[config.mk]
export PLATFORM = sky130hd
export DESIGN_NAME = rpl_match_engine
export DESIGN_NICKNAME = d
export VERILOG_FILES = /design/src/rtl/rpl_match_engine.sv
export SDC_FILE = /design/constraint.sdc
export NUM_CORES = 1
export LEC_CHECK = 0
export CORE_ASPECT_RATIO = 1.25
export CORE_UTILIZATION = 50
export CTS_CLUSTER_DIAMETER = 40
export DETAILED_ROUTE_END_ITERATION = 7
export GPL_ROUTABILITY_DRIVEN = 0
export PLACE_DENSITY_LB_ADDON = 0.05
export SETUP_SLACK_MARGIN = 0.1
export SLEW_MARGIN = 20
export SYNTH_ARGS = -nofsm -noshare
export SYNTH_HDL_FRONTEND = slang
export SYNTH_SLANG_ARGS = --single-unit
[constraint.sdc]
create_clock -name clk -period 7 [get_ports clk]
set_input_delay 1.05 -clock clk [delete_from_list [all_inputs] [get_ports clk]]
set_output_delay 1.05 -clock clk [all_outputs]
set_load 0.01 [all_outputs]
[src/rtl/rpl_match_engine.sv]
// RPL pattern-matching engine: executes a compiled single-word byte-code program over an input
// buffer, one instruction per cycle, backtracking through a bounded stack of {pc, pos} entries.
module rpl_match_engine #(
    parameter int PC_W     = 10,
    parameter int POS_W    = 16,
    parameter int BT_DEPTH = 16,
    parameter int CYC_W    = 24
) (
    input  logic                          clk,
    input  logic                          rst,
    input  logic                          start_i,
    input  logic [PC_W-1:0]               start_pc_i,
    input  logic [POS_W-1:0]              start_pos_i,
    input  logic [POS_W-1:0]              in_len_i,
    input  logic [CYC_W-1:0]              cyc_limit_i,
    input  logic                          abort_i,
    output logic [PC_W-1:0]               code_addr_o,
    input  logic [31:0]                   code_data_i,
    output logic [POS_W-1:0]              in_addr_o,
    input  logic [7:0]                    in_data_i,
    output logic                          busy_o,
    output logic                          done_o,
    output logic                          matched_o,
    output logic [POS_W-1:0]              end_pos_o,
    output logic [1:0]                    err_code_o,
    output logic [$clog2(BT_DEPTH+1)-1:0] bt_max_o,
    output logic [CYC_W-1:0]              cyc_cnt_o
);
    localparam int SP_W  = $clog2(BT_DEPTH + 1);
    localparam int IDX_W = (BT_DEPTH > 1) ? $clog2(BT_DEPTH) : 1;

    typedef enum logic [1:0] {S_IDLE, S_RUN, S_DONE} state_e;

    localparam logic [1:0] ERR_OK    = 2'd0;
    localparam logic [1:0] ERR_OVF   = 2'd1;
    localparam logic [1:0] ERR_BAD   = 2'd2;
    localparam logic [1:0] ERR_ABORT = 2'd3;

    localparam logic [7:0] OP_CHAR    = 8'd0,  OP_ANY     = 8'd1,  OP_RANGE   = 8'd2;
    localparam logic [7:0] OP_SPAN    = 8'd3,  OP_TEST    = 8'd4,  OP_CHOICE  = 8'd5;
    localparam logic [7:0] OP_COMMIT  = 8'd6,  OP_PCOMMIT = 8'd7,  OP_BCOMMIT = 8'd8;
    localparam logic [7:0] OP_JMP     = 8'd9,  OP_FAIL    = 8'd10, OP_FAIL2   = 8'd11;
    localparam logic [7:0] OP_BEHIND  = 8'd12, OP_END     = 8'd13, OP_HALT    = 8'd14;

    state_e            state_q, state_d;
    logic [PC_W-1:0]   pc_q, pc_d;
    logic [POS_W-1:0]  pos_q, pos_d;
    logic [POS_W-1:0]  start_pos_q, start_pos_d;
    logic [POS_W-1:0]  in_len_q, in_len_d;
    logic [SP_W-1:0]   sp_q, sp_d;
    logic              matched_q, matched_d;
    logic [POS_W-1:0]  end_pos_q, end_pos_d;
    logic [1:0]        err_q, err_d;
    logic [SP_W-1:0]   bt_max_q, bt_max_d;
    logic [CYC_W-1:0]  cyc_cnt_q, cyc_cnt_d;

    logic [PC_W-1:0]   stk_pc_q  [BT_DEPTH];
    logic [POS_W-1:0]  stk_pos_q [BT_DEPTH];
    logic              stk_we;
    logic [IDX_W-1:0]  stk_widx;
    logic [PC_W-1:0]   stk_wpc;
    logic [POS_W-1:0]  stk_wpos;

    logic [7:0]        op, arg_a, arg_b;
    logic [15:0]       off;
    logic              eof, stk_empty, stk_full, in_range;
    logic [PC_W-1:0]   pc_inc, pc_rel;
    logic [IDX_W-1:0]  top_idx, sec_idx;
    logic [SP_W-1:0]   sp_inc;
    logic              fail, fail_twice, finish, fin_match;
    logic [1:0]        fin_err;

    assign op        = code_data_i[31:24];
    assign arg_a     = code_data_i[23:16];
    assign arg_b     = code_data_i[15:8];
    assign off       = code_data_i[15:0];
    // EOF gates every use of in_data_i, so reads past in_len are harmless.
    assign eof       = (pos_q >= in_len_q);
    assign in_range  = (in_data_i >= arg_a) && (in_data_i <= arg_b);
    assign pc_inc    = pc_q + PC_W'(1);
    assign pc_rel    = pc_q + PC_W'($signed(off));
    assign stk_empty = (sp_q == '0);
    assign stk_full  = (sp_q == SP_W'(BT_DEPTH));
    assign sp_inc    = sp_q + SP_W'(1);
    assign top_idx   = IDX_W'(sp_q - SP_W'(1));
    assign sec_idx   = IDX_W'(sp_q - SP_W'(2));

    always_ff @(posedge clk or posedge rst) begin
        if (rst) begin
            state_q     <= S_IDLE;
            pc_q        <= '0;
            pos_q       <= '0;
            start_pos_q <= '0;
            in_len_q    <= '0;
            sp_q        <= '0;
            matched_q   <= 1'b0;
            end_pos_q   <= '0;
            err_q       <= ERR_OK;
            bt_max_q    <= '0;
            cyc_cnt_q   <= '0;
        end else begin
            // NOTE: non-blocking assignments so every register samples the pre-edge values.
            state_q     <= state_d;
            pc_q        <= pc_d;
            pos_q       <= pos_d;
            start_pos_q <= start_pos_d;
            in_len_q    <= in_len_d;
            sp_q        <= sp_d;
            matched_q   <= matched_d;
            end_pos_q   <= end_pos_d;
            err_q       <= err_d;
            bt_max_q    <= bt_max_d;
            cyc_cnt_q   <= cyc_cnt_d;
        end
    end

    // NOTE: stack storage is not reset; sp_q alone decides which entries are live.
    always_ff @(posedge clk) begin
        if (stk_we) begin
            stk_pc_q[stk_widx]  <= stk_wpc;
            stk_pos_q[stk_widx] <= stk_wpos;
        end
    end

    always_comb begin
        // NOTE: every comb output gets a default first, so no path can infer a latch.
        state_d     = state_q;
        pc_d        = pc_q;
        pos_d       = pos_q;
        start_pos_d = start_pos_q;
        in_len_d    = in_len_q;
        sp_d        = sp_q;
        matched_d   = matched_q;
        end_pos_d   = end_pos_q;
        err_d       = err_q;
        bt_max_d    = bt_max_q;
        cyc_cnt_d   = cyc_cnt_q;
        stk_we      = 1'b0;
        stk_widx    = top_idx;
        stk_wpc     = pc_rel;
        stk_wpos    = pos_q;
        fail        = 1'b0;
        fail_twice  = 1'b0;
        finish      = 1'b0;
        fin_match   = 1'b0;
        fin_err     = ERR_OK;

        if (abort_i) begin
            state_d   = S_DONE;
            matched_d = 1'b0;
            end_pos_d = start_pos_q;
            err_d     = ERR_ABORT;
        end else begin
            unique case (state_q)
                S_IDLE: begin
                    if (start_i) begin
                        state_d     = S_RUN;
                        pc_d        = start_pc_i;
                        pos_d       = start_pos_i;
                        start_pos_d = start_pos_i;
                        in_len_d    = in_len_i;
                        sp_d        = '0;
                        matched_d   = 1'b0;
                        end_pos_d   = start_pos_i;
                        err_d       = ERR_OK;
                        bt_max_d    = '0;
                        cyc_cnt_d   = '0;
                    end
                end
                S_RUN: begin
                    if (cyc_limit_i != '0 && cyc_cnt_q == cyc_limit_i) begin
                        finish  = 1'b1;
                        fin_err = ERR_ABORT;
                    end else begin
                        if (cyc_cnt_q != '1) cyc_cnt_d = cyc_cnt_q + CYC_W'(1);
                        case (op)
                            OP_CHAR:   if (!eof && in_data_i == arg_a) begin pos_d = pos_q + POS_W'(1); pc_d = pc_inc; end
                                       else fail = 1'b1;
                            OP_ANY:    if (!eof) begin pos_d = pos_q + POS_W'(1); pc_d = pc_inc; end
                                       else fail = 1'b1;
                            OP_RANGE:  if (!eof && in_range) begin pos_d = pos_q + POS_W'(1); pc_d = pc_inc; end
                                       else fail = 1'b1;
                            OP_SPAN:   if (!eof && in_range) pos_d = pos_q + POS_W'(1);
                                       else pc_d = pc_inc;
                            OP_TEST:   pc_d = (!eof && in_data_i == arg_a) ? pc_inc : pc_rel;
                            OP_CHOICE: begin
                                if (stk_full) begin
                                    finish  = 1'b1;
                                    fin_err = ERR_OVF;
                                end else begin
                                    stk_we   = 1'b1;
                                    stk_widx = IDX_W'(sp_q);
                                    sp_d     = sp_inc;
                                    pc_d     = pc_inc;
                                    if (sp_inc > bt_max_q) bt_max_d = sp_inc;
                                end
                            end
                            OP_COMMIT, OP_PCOMMIT, OP_BCOMMIT: begin
                                if (stk_empty) begin
                                    finish  = 1'b1;
                                    fin_err = ERR_BAD;
                                end else begin
                                    pc_d = pc_rel;
                                    if (op == OP_PCOMMIT) begin
                                        stk_we  = 1'b1;
                                        stk_wpc = stk_pc_q[top_idx];
                                    end else begin
                                        sp_d = sp_q - SP_W'(1);
                                        if (op == OP_BCOMMIT) pos_d = stk_pos_q[top_idx];
                                    end
                                end
                            end
                            OP_JMP:    pc_d = pc_rel;
                            OP_FAIL:   fail = 1'b1;
                            OP_FAIL2: begin
                                if (stk_empty) begin
                                    finish  = 1'b1;
                                    fin_err = ERR_BAD;
                                end else begin
                                    fail       = 1'b1;
                                    fail_twice = 1'b1;
                                end
                            end
                            OP_BEHIND: if (pos_q < POS_W'(arg_a)) fail = 1'b1;
                                       else begin pos_d = pos_q - POS_W'(arg_a); pc_d = pc_inc; end
                            OP_END: begin
                                finish    = 1'b1;
                                fin_match = 1'b1;
                            end
                            OP_HALT:   finish = 1'b1;
                            default: begin
                                finish  = 1'b1;
                                fin_err = ERR_BAD;
                            end
                        endcase

                        // Backtrack resolves in the failing cycle; FAIL_TWICE discards the top entry first.
                        if (fail) begin
                            if (fail_twice ? (sp_q == SP_W'(1)) : stk_empty) begin
                                finish = 1'b1;
                            end else if (fail_twice) begin
                                pc_d  = stk_pc_q[sec_idx];
                                pos_d = stk_pos_q[sec_idx];
                                sp_d  = sp_q - SP_W'(2);
                            end else begin
                                pc_d  = stk_pc_q[top_idx];
                                pos_d = stk_pos_q[top_idx];
                                sp_d  = sp_q - SP_W'(1);
                            end
                        end
                    end

                    if (finish) begin
                        state_d   = S_DONE;
                        matched_d = fin_match;
                        end_pos_d = fin_match ? pos_q : start_pos_q;
                        err_d     = fin_err;
                    end
                end
                S_DONE:  state_d = S_IDLE;
                default: state_d = S_IDLE;
            endcase
        end
    end

    always_comb begin
        busy_o = (state_q == S_RUN);
        done_o = (state_q == S_DONE);
    end

    assign code_addr_o = pc_q;
    assign in_addr_o   = pos_q;
    assign matched_o   = matched_q;
    assign end_pos_o   = end_pos_q;
    assign err_code_o  = err_q;
    assign bt_max_o    = bt_max_q;
    assign cyc_cnt_o   = cyc_cnt_q;

endmodule

**After elaboration in Yosys (flattened, before gate mapping)**

Memory sizes are Yosys's and may differ from the RTL's.
Index checks and enable logic that the tools add are counted.

- Register bits after elaboration: 113
- Memory bits (writable): 416
- Bits of input ports: 110
- Output and inout port bits: 76
- Word-level logic and storage cells: 192
- Memories: 2

Memories:

| memory | words | bits a word | read ports | clocked after Yosys merged registers in | write ports | line | RTL |
|---|---|---|---|---|---|---|---|
| stk_pos_q | 16 | 16 | 2 | 0 | 1 | 58 | `logic [POS_W-1:0] stk_pos_q [BT_DEPTH];` |
| stk_pc_q | 16 | 10 | 2 | 0 | 1 | 57 | `logic [PC_W-1:0] stk_pc_q [BT_DEPTH];` |

- $add $sub $neg: 8
- Magnitude comparators: 5
- Equality and inequality tests: 29
- Muxes and demuxes: 114
- Bitwise operators: 1
- Reduce and logical (&&, ||, !) cells: 22

Operator list:

| cell | count |
|---|---|
| 16-bit 2-to-1 mux | 15 |
| 10-bit 2-to-1 mux | 19 |
| 10-bit one-hot mux with 9 select lines | 1 |
| 16-bit one-hot mux with 5 select lines | 1 |
| 24-bit 2-to-1 mux | 3 |
| 16-bit one-hot mux with 2 select lines | 2 |
| 5-bit 2-to-1 mux | 12 |
| 8-bit by 4-bit == test with 1-bit output (second input constant) | 7 |
| 24-bit one-hot mux with 2 select lines | 1 |
| 1-bit 2-to-1 mux | 36 |
| 8-bit by 3-bit == test with 1-bit output (second input constant) | 4 |
| 5-bit one-hot mux with 2 select lines | 3 |
| 24-bit by 1-bit adder with 24-bit output (second input constant) | 1 |
| 24-bit == test | 1 |
| 24-bit != test (second input constant) | 1 |
| 24-bit nonzero test | 1 |
| 4-bit 2-to-1 mux | 5 |
| 10-bit one-hot mux with 2 select lines | 1 |
| 16-bit by 1-bit adder with 16-bit output (second input constant) | 1 |
| 8-bit by 2-bit == test with 1-bit output (second input constant) | 2 |
| 16-bit greater-or-equal comparator | 1 |
| 16-bit by 8-bit less-than comparator with 1-bit output | 1 |
| 2-bit 2-to-1 mux | 8 |
| 16-bit by 8-bit subtractor with 16-bit output | 1 |
| 41 further kinds | 51 |

**Logic depth before layout (Yosys ltp)**

Gate-level depths: netlist of the first run.

- Word-level depth: 15
- Gate-level depth with buffers: 19
- Gate-level depth less buffers: 13

**Least setup slack after synthesis of the first run**

OpenSTA, ideal clock, no wires.

- Path kind: register -> register
- Start: register sp_q[0]
- End: memory stk_pc_q[4][0] (enable)
- Setup time: 0.409 ns
- Arrival time: 4.820 ns
- Required time: 6.591 ns
- Path slack: 1.771 ns
- Cell stages (with the launch flop): 13
- Buffers on the path: 8
- Period minus slack after synthesis: 5.229 ns
- Cell sequence: dfrtp_1 -> buf_2 -> buf_2 -> buf_1 -> clkbuf_1 -> inv_1 -> ha_1 -> buf_2 -> buf_1 -> clkbuf_1 -> clkbuf_1 -> a31oi_1 -> nor2_1

- Cells in the longest elaborated chain, start to end: 8
- Elaborated cells on any way between the ends: 16
- Those cells by class: add/sub: 1; eq/ne: 1; mux: 13; reduce/logical: 1

RTL lines:

| item | line | RTL |
|---|---|---|
| start, declared | 50 | `logic [SP_W-1:0] sp_q, sp_d;` |
| start signal, assigned | 108 | `sp_q <= sp_d;` |
| 5-bit == test / 5-bit logical NOT (equally long branches) | 83, 82 |  |
| 1-bit 2-to-1 mux (on tied branches) | 187, 199 |  |
| 1-bit one-hot mux with 2 select lines | 176 | `case (op)` |
| 1-bit 2-to-1 mux | 171 | `if (cyc_limit_i != '0 && cyc_cnt_q == cyc_limit_i) begin` |
| 1-bit 2-to-1 mux | 154 | `unique case (state_q)` |
| 1-bit 2-to-1 mux | 148 | `if (abort_i) begin` |
| 1-bit 2-to-1 mux | 119 | `if (stk_we) begin` |
| 1-bit 2-to-1 mux (implied by the code) | 120 | `stk_pc_q[stk_widx] <= stk_wpc;` |
| end, declared | 57 |  |

Parallel ways exist; a longest one is shown, timed or not.

**Worst setup path after layout of the first run**

- Start: register pos_q[14] (netlist: in_addr_o[14])
- End: register pc_q[7] (netlist: code_addr_o[7])

- Cells in the longest elaborated chain, start to end: 11
- Elaborated cells on any way between the ends: 24
- Those cells by class: order compare: 2; mux: 19; reduce/logical: 3

RTL lines:

| item | line | RTL |
|---|---|---|
| start, declared | 47 | `logic [POS_W-1:0] pos_q, pos_d;` |
| start signal, assigned | 105 | `pos_q <= pos_d;` |
| 16-bit greater-or-equal comparator | 78 | `assign eof = (pos_q >= in_len_q);` |
| 1-bit logical NOT | - |  |
| 1-bit logical AND (on tied branches) | - |  |
| 1-bit 2-to-1 mux (on tied branches) | 181, 177 |  |
| 1-bit one-hot mux with 6 select lines | 176 |  |
| 1-bit 2-to-1 mux | 171 |  |
| 1-bit 2-to-1 mux | 154 |  |
| 1-bit 2-to-1 mux | 148 |  |
| 10-bit 2-to-1 mux * | 238 | `if (fail) begin` |
| 10-bit 2-to-1 mux * | 171 |  |
| 10-bit one-hot mux with 2 select lines * | 154 |  |
| end signal, assigned | 104 | `pc_q <= pc_d;` |
| end, declared | 46 | `logic [PC_W-1:0] pc_q, pc_d;` |

Every way passes the cells marked *; elsewhere a longest branch is shown, timed or not. The select of a mux whose other input is x is not followed.
A chain may end at the register's enable or synchronous reset.

==> metrics, run 1 <==
Psw 2.55 mW; root buf cell clkbuf_16; Final Setup Violations 0; max-slew violations 0; Finished Cell Area 34100 µm²; Syn Area/Cell 13.6 µm²; Worst Max-Slew Pin Slew 1.05 ns; Site Rows 97; CP max stage delay 0.94 ns; Slew HR 29.8%; area grow syn2layout 18.6%; critical path's most frequent cell nor4_1; first-pass GRT wire length 131000 µm; Multi-input gate area 12800 µm²; antenna-violating nets left 0; Final Hold Fails 0; CP max FO 39; power density cells 262 nW/µm²; grt total ovfl 0; number of flops mapped to enable cells by yosys 416; Worst EP arrival 5.36 ns; internal power 6.39 mW; type of the worst min-delay path reg -> reg; Max Root-Sink Buffers 3; highest clock rate 0.206 GHz; startpoint types flip-flop; slowest CP cell dfrtp_1; Layout fillers 4322; critical path buffer and inverter count 1; via/cell ratio 6.51; Required @ worst endpoint 7.50 ns; Sequential Power Share 42.4%; via count 20200; Tcrit/Tclk final 69.4%; pin count of the biggest net entering global routing 62; most frequent cells in the layout edfxtp_1 (416), mux4_2 (253), nand2_1 (225); hold_ws 0.478 ns; Die Y 270 µm; CTS Buf Count 69; Max Clock Skew 0.0184 ns; cell area after placement 31700 µm²; hold buffer count at CTS 0; post-synthesis sequential area ratio 53.4%; drt pass-1 iters 6; Starting Density 50.9%; utilization after layout 60.3%; depth of the CTS H-tree 3; 1st-iter DRT viols 2265; Tmin final 4.86 ns; DIE WIDTH 216 µm; DIE AREA 58400 µm²; critical path type reg -> reg; combinational power share 17.0%; post-CTS resize count 0; WL/cell 27.9 µm; core area 56400 µm²; clock sink total 529; register area 15300 µm²; global-route usage over all layers 30.1%; Setup Buffers After CTS 0; synth warn 0; worst vdd ir 0.000310 V; Reg clk slew, reported paths 0.05 ns; post-synth cell types 84; drt drc 0; Setup TNS 0 ns; reported max-cap violation count 0; vias in the first global route 20600; Leakage 11.7 nW; element type at the critical path end flip-flop; Worst-Skew Late Latency 0.62 ns; DP Cell Count 2983; Detailed Place HPWL 57500 µm; ys flop type edfxtp_1; NumNets Final 2487; cells after synthesis 2115; Ports 186; Netlist Area Pre-Place 28700 µm²; outcome finished, final reports clean; share of post-route cells with drive strength above 1 21.6%; synthesized net count 2290; TritonCTS clock tree done; buffers added on ports 185; switching share of power 28.5%; Yosys reg bits 529; final WL 86700 µm; CP Cell Sequence ha_1 -> nand4_1 -> nor3_1 -> nor4_1 -> o21a_1 -> a21oi_1 -> nor4_1 -> nor2_2 -> buf_4 -> or3_1 -> a211o_1 -> a21o_1; CP delay by family, top simple AND/OR/NAND/NOR gates; commonest non-fill, non-tap cell in the layout edfxtp_1; initial antenna violation count 3; # diodes 0; Layout Cells excl Fill 3110; ys async rst share 21.4%; RSZ-0062 raised after global routing false; Clk pwr share 40.6%
==> state kept, by name, indices dropped and copies added, names as in the netlist <==
| signal | flops |
|---|---|
| cyc_cnt_o | 24 |
| in_addr_o | 16 |
| start_pos_q | 16 |
| state_q | 2 |
| err_code_o | 2 |
| in_len_q | 16 |
| sp_q | 5 |
| end_pos_o | 16 |
| bt_max_o | 5 |
| matched_o | 1 |
| stk_pos_q | 256 |
| code_addr_o | 10 |
| stk_pc_q | 160 |
==> layout make-up <==
cell class              count  share of cell area, %
clock buffers              76                   5.24
clock inverters            51                   1.73
well taps                 742                   2.73
inverters                  61                  0.680
repair buffers            258                   7.05
flip-flops and latches    529                   45.0
multi-input cells        1393                   37.6
==> stage by stage <==
stage | power, mW | setup WS (ns)
floorplan | 4.67 | 1.77
global placement | 5.32 | 1.77
detailed placement | 5.36 | 1.65
CTS | 8.97 | 2.20
global route | 9.23 | 1.87
finish | 8.93 | 2.14
==> synthesized netlist by cell type, drive strengths merged (5+ instances only) <==
library cell / instances / share of area [%]
edfxtp: 416 / 44
a211oi: 15 / 0.43
a2111oi: 7 / 0.21
buf: 53 / 0.92
a31oi: 22 / 0.48
or2: 10 / 0.22
nor4: 20 / 0.51
xnor2: 22 / 0.67
nand3: 59 / 1.1
o31ai: 12 / 0.31
o311ai: 5 / 0.15
o22ai: 13 / 0.28
inv: 60 / 0.78
o21a: 10 / 0.29
ha: 63 / 2.7
nand2: 226 / 3.0
nor2b: 18 / 0.39
o21ai: 110 / 1.9
and3: 20 / 0.44
nor2: 136 / 1.8
mux2i: 9 / 0.31
dfrtp: 113 / 9.9
a21oi: 119 / 2.1
o221ai: 7 / 0.21
clkbuf: 79 / 1.0
nor3: 36 / 0.65
mux4: 253 / 20
a221oi: 5 / 0.17
o41ai: 5 / 0.18
nand2b: 14 / 0.31
nand4: 19 / 0.41
and2: 9 / 0.20
a21o: 10 / 0.26
a221o: 9 / 0.31
or3: 6 / 0.13
xor2: 60 / 1.8
o211ai: 11 / 0.29
==> cell families (layout without fill, tap and decap cells) <==
family	Yosys count	in the layout	synth area share, %
flip-flops	529	529	53.4
AND/OR/NAND/NOR	583	583	9.43
AO/OA/AOI/OAI	397	397	8.71
adder cells (fa/ha/maj)	65	65	2.89
multiplexers	266	266	20.3
buffers and inverters	193	446	2.76
XOR/XNOR	82	82	2.50
==> power by group through the flow <==
| stage | Sequential, mW | Clock, mW | Combinational [mW] |
|---|---|---|---|
| 2_1_floorplan | 3.91 | 0 | 0.763 |
| 3_3_place_gp | 3.85 | 0 | 1.47 |
| 3_5_place_dp | 3.86 | 0 | 1.50 |
| 4_1_cts | 3.79 | 3.67 | 1.50 |
| 5_1_grt | 3.80 | 3.79 | 1.63 |
| 6_report | 3.79 | 3.62 | 1.52 |
==> worst min-delay path: cells and delay by family (launching register included) <==
| family | cells | cell delay, ns |
|---|---|---|
| AND/OR/NAND/NOR | 2 | 0.10 |
| flip-flops | 1 | 0.34 |
==> worst paths after layout <==
path | start | endpoint | slack, ns | depth (start not counted)
worst max-delay path | in_addr_o[14]$_DFFE_PP0P_ | code_addr_o[7]$_DFFE_PP0P_ | 2.14 | 12
worst min-delay path | start_pos_q[11]$_DFFE_PP0P_ | start_pos_q[11]$_DFFE_PP0P_ | 0.48 | 2
worst max register to register | in_addr_o[14]$_DFFE_PP0P_ | code_addr_o[7]$_DFFE_PP0P_ | 2.14 | 12
worst min register to register | start_pos_q[11]$_DFFE_PP0P_ | start_pos_q[11]$_DFFE_PP0P_ | 0.48 | 2
max in group asynchronous | rst | bt_max_o[0]$_DFFE_PP0P_ | 4.73 | 3
min in group asynchronous | rst | in_len_q[2]$_DFFE_PP0P_ | 0.93 | 2
==> routing by layer <==
layer | wire length (µm) | global-route usage, % | part of all wire [%] | vias to the layer above
met1 | 34300 | 39.7 | 40 | 10300
met3 | 6610 | 4.77 | 7.6 | 204
met4 | 3040 | 11.5 | 3.5 | 0
li1 | - | - | - | 8739
met2 | 42800 | 50.2 | 49 | 1017
met5 | 0 | 0 | 0 | -
Power figures use the tool's default switching activity.
==> run 2, diff against run 1 <==
==> constraint.sdc (replaced) <==
create_clock -name clk -period 4.4 [get_ports clk]
set_input_delay 0.66 -clock clk [delete_from_list [all_inputs] [get_ports clk]]
set_output_delay 0.66 -clock clk [all_outputs]
set_load 0.01 [all_outputs]
==> run 2 against run 1 <==
Effect of this change: global-route usage down 0.10 points; cell area grew 3.1%; worst hold slack got worse by 0.0035 ns; routed wire length is essentially flat; first-iteration DRC count up 11%; register-to-register slack got worse by 1.7 ns; clock-buffer cell count grew 10; worst setup slack worse by 1.7 ns; die area did not move; maximum frequency grew 24%; core utilization increased by 1.8 points; sequential share of layout area is 1.3 points lower; highest routed layer unchanged.
==> metrics, run 2 (synthesized netlist as in run 1, its figures left out) <==
outcome finished, final reports clean (unchanged); Ports 186 (unchanged); final worst slack 0.484 ns (was 2.14 ns); Finished Cell Area 35100 µm² (was 34100 µm²); hold_ws 0.475 ns (was 0.478 ns); depth of the CTS H-tree 3 (unchanged); Leakage 12.2 nW (was 11.7 nW); Final Hold Fails 0 (unchanged); type of the worst min-delay path reg -> reg (unchanged); final WL 86700 µm (about the same); max-slew violations 0 (unchanged); root buf cell clkbuf_16 (unchanged); Tmin final 3.92 ns (was 4.86 ns); utilization after layout 62.2% (was 60.3%); Die Y 270 µm (unchanged); WL/cell 27.2 µm (was 27.9 µm); NumNets Final 2555 (was 2487); reported max-cap violation count 0 (unchanged); Worst EP arrival 4.42 ns (was 5.36 ns); element type at the critical path end flip-flop (unchanged); share of post-route cells with drive strength above 1 23.7% (was 21.6%); Required @ worst endpoint 4.90 ns (was 7.50 ns); worst vdd ir 0.000352 V (was 0.000310 V); most frequent cells in the layout edfxtp_1 (416), mux4_2 (253), nand2_1 (225) (unchanged); via/cell ratio 6.46 (was 6.51); Most flops, register stk_pos_q (unchanged); Reg clk slew, reported paths 0.06 ns (was 0.05 ns); Worst Hold Path Cells 2 (unchanged); startpoint types flip-flop (unchanged); post-CTS resize count 0 (unchanged); global-route usage over all layers 30.0% (was 30.1%); DIE WIDTH 216 µm (unchanged); Slew HR 32.0% (was 29.8%); power density cells 421 nW/µm² (was 262 nW/µm²); clock sink total 529 (unchanged); Worst Max-Slew Pin Slew 1.02 ns (was 1.05 ns); cell area after placement 32400 µm² (was 31700 µm²); Worst-Skew Late Latency 0.62 ns (about the same); critical path buffer and inverter count 2 (was 1); TritonCTS clock tree done (unchanged); via count 20600 (was 20200); CTS Buf Count 75 (was 69); buffers added on ports 185 (unchanged); Setup Buffers After CTS 0 (unchanged); pin count of the biggest net entering global routing 115 (was 62); Place WS 0.151 ns (was 1.65 ns); hold buffer count at CTS 0 (unchanged); Starting Density 50.9% (unchanged); number of flip-flops under the largest register name 256 (unchanged); Site Rows 97 (unchanged); CP Cell Sequence ha_1 -> nand4_1 -> nor3_1 -> nor4_1 -> o21a_1 -> buf_4 -> o21ai_0 -> nor4_1 -> nor2_2 -> buf_12 -> a2111oi_0 -> o221ai_1 -> and3_1 (was ha_1 -> nand4_1 -> nor3_1 -> nor4_1 -> o21a_1 -> a21oi_1 -> nor4_1 -> nor2_2 -> buf_4 -> or3_1 -> a211o_1 -> a21o_1); critical path's most frequent cell nor4_1 (unchanged); 1st-iter DRT viols 2525 (was 2265); DP Cell Count 3045 (was 2983); vias in the first global route 20600 (about the same); CP max stage delay 0.46 ns (was 0.94 ns); CP delay by family, top simple AND/OR/NAND/NOR gates (unchanged); # diodes 0 (unchanged); commonest non-fill, non-tap cell in the layout edfxtp_1 (unchanged); drt pass-1 iters 6 (unchanged); DIE AREA 58400 µm² (unchanged); Detailed Place HPWL 57000 µm (was 57500 µm); Final Setup Violations 0 (unchanged); Max Root-Sink Buffers 3 (unchanged); Layout Cells excl Fill 3185 (was 3110); highest clock rate 0.255 GHz (was 0.206 GHz); critical path type reg -> reg (unchanged); antenna-violating nets left 0 (unchanged); grt total ovfl 0 (unchanged); Tcrit/Tclk final 89.0% (was 69.4%); cells on worst reg2reg path 13 (was 12); core area 56400 µm² (unchanged); WP depth 13 (was 12); slowest CP cell dfrtp_1 (unchanged); RSZ-0062 raised after global routing false (unchanged); CP max FO 28 (was 39); first-pass GRT wire length 130000 µm (was 131000 µm); initial antenna violation count 1 (was 3); drt drc 0 (unchanged); area grow syn2layout 22.3% (was 18.6%); Max Clock Skew 0.0355 ns (was 0.0184 ns); Layout fillers 4293 (was 4322)
## run 2: stage by stage
step	power, mW	setup TNS, ns
after floorplan	7.43	-36.42
after global placement	8.49	0
after detailed placement	8.54	0
after CTS	14.9	0
after global routing	15.3	0
final	14.8	0
## run 2: cell type report
type                            count  area (µm²)  area share [%]
Sequential cell                   529       15300            43.7
Clock buffer                       86        2050            5.83
Timing Repair Buffer              320        3170            9.02
Multi-Input combinational cell   1393       12800            36.4
Tap cell                          742         928            2.65
Clock inverter                     54         614            1.75
Inverter                           61         231           0.660
## run 2: power by group
part | switching (mW) | internal (mW)
logic | 1.52 | 0.931
clock network | 2.46 | 3.84
registers | 0.143 | 5.89
total | 4.12 | 10.7
## run 2: worst min-delay path, delay by kind of cell, from the launching register on
kind	cells	cell delay (ns)
flip-flops	1	0.34
AND/OR/NAND/NOR	2	0.10
## run 2: metal layers
layer / vias to the layer above / wire (µm) / GRT usage (%)
met4: 0 / 3230 / 11.1
met1: 10400 / 32900 / 39.7
met2: 1083 / 43000 / 50.0
met5: - / 0 / 0
li1: 8897 / - / -
met3: 218 / 7540 / 4.86
## run 2: worst paths after layout
path | from | end | slack (ns)
worst max-delay path | in_addr_o[12]$_DFFE_PP0P_ | in_addr_o[11]$_DFFE_PP0P_ | 0.48
worst min-delay path | start_pos_q[9]$_DFFE_PP0P_ | start_pos_q[9]$_DFFE_PP0P_ | 0.47
worst max register to register | in_addr_o[12]$_DFFE_PP0P_ | in_addr_o[11]$_DFFE_PP0P_ | 0.48
worst min register to register | start_pos_q[9]$_DFFE_PP0P_ | start_pos_q[9]$_DFFE_PP0P_ | 0.47
max in group asynchronous | rst | code_addr_o[7]$_DFFE_PP0P_ | 2.99
min in group asynchronous | rst | in_len_q[2]$_DFFE_PP0P_ | 0.59
==> run 3, diff against run 2 <==
--- a/config.mk
+++ b/config.mk
@@ -12,7 +12,7 @@
 export GPL_ROUTABILITY_DRIVEN = 0
 export PLACE_DENSITY_LB_ADDON = 0.05
 export SETUP_SLACK_MARGIN = 0.1
-export SLEW_MARGIN = 20
+export SLEW_MARGIN = 10
 export SYNTH_ARGS = -nofsm -noshare
 export SYNTH_HDL_FRONTEND = slang
 export SYNTH_SLANG_ARGS = --single-unit
==> results of run 3 <==
Final layout, timing and power as in run 2 (identical DEF).
